===== src/rtl/video_timing_gen.sv =====
// 1280x720@60 raster timing with one-cycle-early pixel request and RGB gating.
// Optional colour bars on pattern_sel when VIDEO_PATTERN_EN is defined.
module video_timing_gen #(
    parameter int H_SYNC   = 40,
    parameter int H_BACK   = 220,
    parameter int H_DISP   = 1280,
    parameter int H_FRONT  = 110,
    parameter int V_SYNC   = 5,
    parameter int V_BACK   = 20,
    parameter int V_DISP   = 720,
    parameter int V_FRONT  = 5,
    parameter bit SYNC_POL = 1'b1
) (
    input  logic        pixel_clk,
    input  logic        sys_rst,
    input  logic [23:0] pixel_data,
    input  logic        pattern_sel,
    output logic [10:0] pixel_xpos,
    output logic [10:0] pixel_ypos,
    output logic        data_req,
    output logic        video_hs,
    output logic        video_vs,
    output logic        video_de,
    output logic [23:0] video_rgb,
    output logic        frame_start
);

    localparam int H_TOTAL = H_SYNC + H_BACK + H_DISP + H_FRONT;
    localparam int V_TOTAL = V_SYNC + V_BACK + V_DISP + V_FRONT;
    localparam int HA      = H_SYNC + H_BACK;
    localparam int VA      = V_SYNC + V_BACK;

    localparam logic [10:0] H_LAST    = 11'(H_TOTAL - 1);
    localparam logic [10:0] V_LAST    = 11'(V_TOTAL - 1);
    localparam logic [10:0] H_SYNC_E  = 11'(H_SYNC);
    localparam logic [10:0] V_SYNC_E  = 11'(V_SYNC);
    localparam logic [10:0] H_REQ_B   = 11'(HA - 1);
    localparam logic [10:0] H_REQ_E   = 11'(HA + H_DISP - 1);
    localparam logic [10:0] H_DE_B    = 11'(HA);
    localparam logic [10:0] H_DE_E    = 11'(HA + H_DISP);
    localparam logic [10:0] V_ACT_B   = 11'(VA);
    localparam logic [10:0] V_ACT_E   = 11'(VA + V_DISP);

    logic [10:0] r_h_cnt;
    logic [10:0] r_v_cnt;
    logic        w_h_req;
    logic        w_h_de;
    logic        w_v_act;
    logic [23:0] w_src_rgb;

    always_ff @(posedge pixel_clk or posedge sys_rst) begin
        if (sys_rst) begin
            r_h_cnt <= '0;
            r_v_cnt <= '0;
        end else if (r_h_cnt == H_LAST) begin
            r_h_cnt <= '0;
            r_v_cnt <= (r_v_cnt == V_LAST) ? '0 : r_v_cnt + 11'd1;
        end else begin
            r_h_cnt <= r_h_cnt + 11'd1;
        end
    end

    assign w_h_req = (r_h_cnt >= H_REQ_B) && (r_h_cnt < H_REQ_E);
    assign w_h_de  = (r_h_cnt >= H_DE_B) && (r_h_cnt < H_DE_E);
    assign w_v_act = (r_v_cnt >= V_ACT_B) && (r_v_cnt < V_ACT_E);

    assign data_req    = ~sys_rst & w_h_req & w_v_act;
    assign video_de    = ~sys_rst & w_h_de & w_v_act;
    assign pixel_xpos  = data_req ? (r_h_cnt - H_REQ_B) : '0;
    assign pixel_ypos  = data_req ? (r_v_cnt - V_ACT_B) : '0;
    assign video_hs    = (~sys_rst && (r_h_cnt < H_SYNC_E)) ? SYNC_POL : ~SYNC_POL;
    assign video_vs    = (~sys_rst && (r_v_cnt < V_SYNC_E)) ? SYNC_POL : ~SYNC_POL;
    assign frame_start = ~sys_rst && (r_h_cnt == '0) && (r_v_cnt == '0);

`ifdef VIDEO_PATTERN_EN
    localparam logic [10:0] BAR_W = 11'(H_DISP / 8);

    logic [2:0]  w_bar_idx;
    logic [23:0] w_bar_rgb;
    logic [23:0] r_bar_rgb;
    logic        r_pat_sel;

    assign w_bar_idx = 3'(pixel_xpos / BAR_W);

    always_comb begin
        w_bar_rgb = 24'h000000;
        case (w_bar_idx)
            3'd0:    w_bar_rgb = 24'hFFFFFF;
            3'd1:    w_bar_rgb = 24'hFFFF00;
            3'd2:    w_bar_rgb = 24'h00FFFF;
            3'd3:    w_bar_rgb = 24'h00FF00;
            3'd4:    w_bar_rgb = 24'hFF00FF;
            3'd5:    w_bar_rgb = 24'hFF0000;
            3'd6:    w_bar_rgb = 24'h0000FF;
            default: w_bar_rgb = 24'h000000;
        endcase
    end

    // Bar colour and select ride alongside the painter's registered data.
    always_ff @(posedge pixel_clk or posedge sys_rst) begin
        if (sys_rst) begin
            r_bar_rgb <= '0;
            r_pat_sel <= 1'b0;
        end else begin
            r_bar_rgb <= w_bar_rgb;
            r_pat_sel <= pattern_sel;
        end
    end

    assign w_src_rgb = r_pat_sel ? r_bar_rgb : pixel_data;
`else
    logic w_unused_sel;
    assign w_unused_sel = pattern_sel;
    assign w_src_rgb    = pixel_data;
`endif

    assign video_rgb = video_de ? w_src_rgb : '0;

endmodule


===== config.mk =====
export PLATFORM = sky130hd
export DESIGN_NAME = video_timing_gen
export DESIGN_NICKNAME = d
export VERILOG_FILES = /design/src/rtl/video_timing_gen.sv
export SDC_FILE = /design/constraint.sdc
export NUM_CORES = 1
export LEC_CHECK = 0
export BUFFER_PORTS_ARGS = -buffer_cell sky130_fd_sc_hd__buf_2
export CAP_MARGIN = 10
export CORE_ASPECT_RATIO = 0.6
export CORE_MARGIN = 1.5
export CORE_UTILIZATION = 45
export CTS_BUF_LIST = sky130_fd_sc_hd__clkbuf_16
export DETAILED_ROUTE_END_ITERATION = 10
export PLACE_DENSITY_LB_ADDON = 0.12
export SKIP_CTS_REPAIR_TIMING = 1
export SLEW_MARGIN = 10
export SYNTH_ARGS = -nofsm -noshare
export SYNTH_HDL_FRONTEND = slang
export SYNTH_SLANG_ARGS = --single-unit

===== constraint.sdc =====
create_clock -name pixel_clk -period 2.02 [get_ports pixel_clk]
set_input_delay 0.101 -clock pixel_clk [delete_from_list [all_inputs] [get_ports pixel_clk]]
set_output_delay 0.101 -clock pixel_clk [all_outputs]
set_load 0.02 [all_outputs]

==> out/summary.txt <==
Fin nets = 424
Most frequent cells in the layout = 58 x buf_4, 37 x nand2_1, 37 x buf_2
Gr ovfl total = 0
Final wirelength = 7500 um
Int Power = 861 uW
Area Growth Syn to Fin = 57.6%
Final setup viols = 48
Fin. Hold Viols = 0
Post-DP HPWL = 4890 um
Pre-Repair DR Iteration Count = 5
Outcome = finished, violations left
Switching share of power = 0.196
Slew Viols, Final = 0
CORE AREA = 4640 sq um
CP Max Fanout = 8
Failing checks = setup timing
CTS tree = built
Total Routing Usage GR = 0.244
Fin cells = 452
Max frequency = 422 MHz
Post-synthesis sequential area ratio = 0.251
Final setup TNS = -12810 ps
Diode count = 0
VDD IR max = 0.257 mV
Netlist cell types = 52
Final min period = 2370 ps
Vias in the first global route = 2004
Synthesized area = 2190 sq um
Full die area = 5320 sq um
1st-iter DRT viols = 252
Cells after DPL = 436
DR vias/cell = 5.66
Max cap viols = 0
Die Span Y = 57.1 um
First-pass GRT wire length = 10100 um
Min-delay worst type = in -> async
Gate power share = 0.059
Synth warn = 0
ANT nets after route = 0
Part of the power in the clock network = 0.529
CTS Buffer Depth = 2
R2R depth = 5
Cell row count = 19
Worst Slack Setup Final = -351 ps
Yosys reg bits = 22
Lkg Pwr = 0.00163 uW
Clk Latency, worst-skew pair = 260 ps
Clock root buffer = clkbuf_16
Most common cell after layout, fill and taps aside = buf_4
Initial antenna violation count = 0
Setup slack, reg-to-reg = 160 ps
Syn_area_per_cell = 7.62 sq um
Mapped Nets = 322
Slew headroom = 0.664
H-tree levels = 1
Reg2reg end = r_v_cnt[3]$_DFFE_PP0N_
Initial Utilization = 0.473
Crit Reg-Reg Startpoint = r_h_cnt[7]$_DFF_PP0_
Clk slew on worst S/H paths = 60 ps
Post-synth EDFFs = 0
Routed WL per cell = 16.6 um
FFs w/ async S/R, synth = 1.00
Fill cell count = 350
Switching power = 210 uW
Largest net degree at the start of global routing = 30
Num CTS Buffers = 3
Pre-CTS WS = 31.7 ps
GPL Wtd Cong = 0.946
Power share of the sequential group = 0.412
Clock sinks = 22
Type of element launching the critical path = flip-flop
CP required = 1920 ps
Worst setup EP type = output pin
DRC errors left = 0
Setup Skew = 4.27 ps
Worst-Margin Slew = 500 ps
Post-synth top flop = dfrtp_1
Via count = 2560
Design Area, Final = 3460 sq um
Tcrit/Tclk final = 1.17
Crit Path Class = reg -> out
Layout cells sized above 1 = 0.465
Post-DP Area = 2790 sq um
I/O Buffers = 76
Die width = 93.1 um
Post-synthesis cell count = 288
RSZ-0062 raised after global routing = true
Critical path arrival = 2270 ps
Power Density = 310 nW/um^2
Ports = 78
-- final cells by class --
cell class              count  area (sq um)  area share
inverters                   8          30.0     0.00869
multi-input cells         228          1670       0.482
repair buffers            127          1020       0.297
clock buffers               3          75.1      0.0217
flip-flops and latches     22           552       0.160
clock inverters             1          30.0     0.00869
well taps                  63          78.8      0.0228
-- per-stage QoR --
stage | hold WS (ps) | util | power (uW)
2_1_floorplan | 90.2 | - | 468
3_3_place_gp | 46.2 | 0.602 | 498
3_5_place_dp | 47.1 | 0.602 | 499
4_1_cts | -230 | 0.625 | 1070
5_1_grt | 357 | 0.745 | 1100
6_report | 348 | 0.745 | 1070
-- metal layers --
layer  track usage  up-vias  wire (um)
met5             0        -          0
met3        0.0520        8        805
met2         0.345      143       3370
li1              -     1210          -
met1         0.379     1199       3250
met4        0.0498        0         73
-- critical path, stage by stage (launching register included) --
cell and delay (ps):
dfrtp_1 400, o31a_1 340, o211ai_1 280, o2111ai_4 310, buf_12 260, nor3_1 200
buf_2 210
-- cells in the mapped netlist (2+ instances only) --
cell,n,area share
nand4_1,6,0.017
xor2_1,7,0.028
a2111oi_2,2,0.014
inv_1,8,0.014
o211ai_1,2,0.0068
or3_1,4,0.011
o21a_1,2,0.0068
nor3_1,24,0.055
and3_1,5,0.014
nand2_1,37,0.063
nor4_2,2,0.011
nor3_2,2,0.0091
xnor2_1,16,0.064
nor4_1,3,0.0086
buf_6,5,0.026
and4b_1,2,0.0091
a21oi_1,9,0.021
buf_2,11,0.025
buf_4,3,0.010
a31oi_1,2,0.0057
ha_1,7,0.040
o41ai_1,2,0.0080
nor2_1,40,0.068
dfrtp_1,22,0.25
nand3_1,13,0.030
and4_1,3,0.012
and2_1,2,0.0057
mux2i_1,3,0.014
o31ai_1,2,0.0068
o21ai_0,10,0.023
nor3b_1,2,0.0068
clkbuf_1,10,0.017
-- kinds of logic (layout without fill, tap and decap cells) --
logic type,after synthesis,in the layout,synth area share
XOR/XNOR,23,23,0.0918
AO/OA/AOI/OAI,40,40,0.135
buffers and inverters,38,139,0.0941
adder cells (fa/ha/maj),7,7,0.0399
flip-flops,22,22,0.251
AND/OR/NAND/NOR,155,155,0.374
multiplexers,3,3,0.0137
-- state kept, by name, indices dropped and copies added, names as in the netlist --
signal	flops
r_h_cnt	11
r_v_cnt	11
-- worst max path at each step --
stage               slack, ps  cells after the start        endpoint                    from
finish                   -350                      6   pixel_xpos[8]  r_v_cnt[1]$_DFFE_PP0N_
detailed placement         30                      6  pixel_ypos[10]  r_v_cnt[0]$_DFFE_PP0N_
global route             -410                      6   pixel_xpos[8]  r_v_cnt[1]$_DFFE_PP0N_
CTS                      -270                      6  pixel_ypos[10]  r_v_cnt[0]$_DFFE_PP0N_
global placement           60                      6   pixel_ypos[2]  r_v_cnt[0]$_DFFE_PP0N_
floorplan                  30                      7  pixel_ypos[10]  r_v_cnt[0]$_DFFE_PP0N_
-- power by group through the flow --
stage	clock network, uW	logic [uW]	registers [uW]
floorplan	0	19.7	449
global placement	0	49.2	449
detailed placement	0	50.3	449
CTS	579	50.6	440
global route	592	70.2	440
finish	567	63.2	440
No activity file was read; power rests on OpenSTA's default activity.
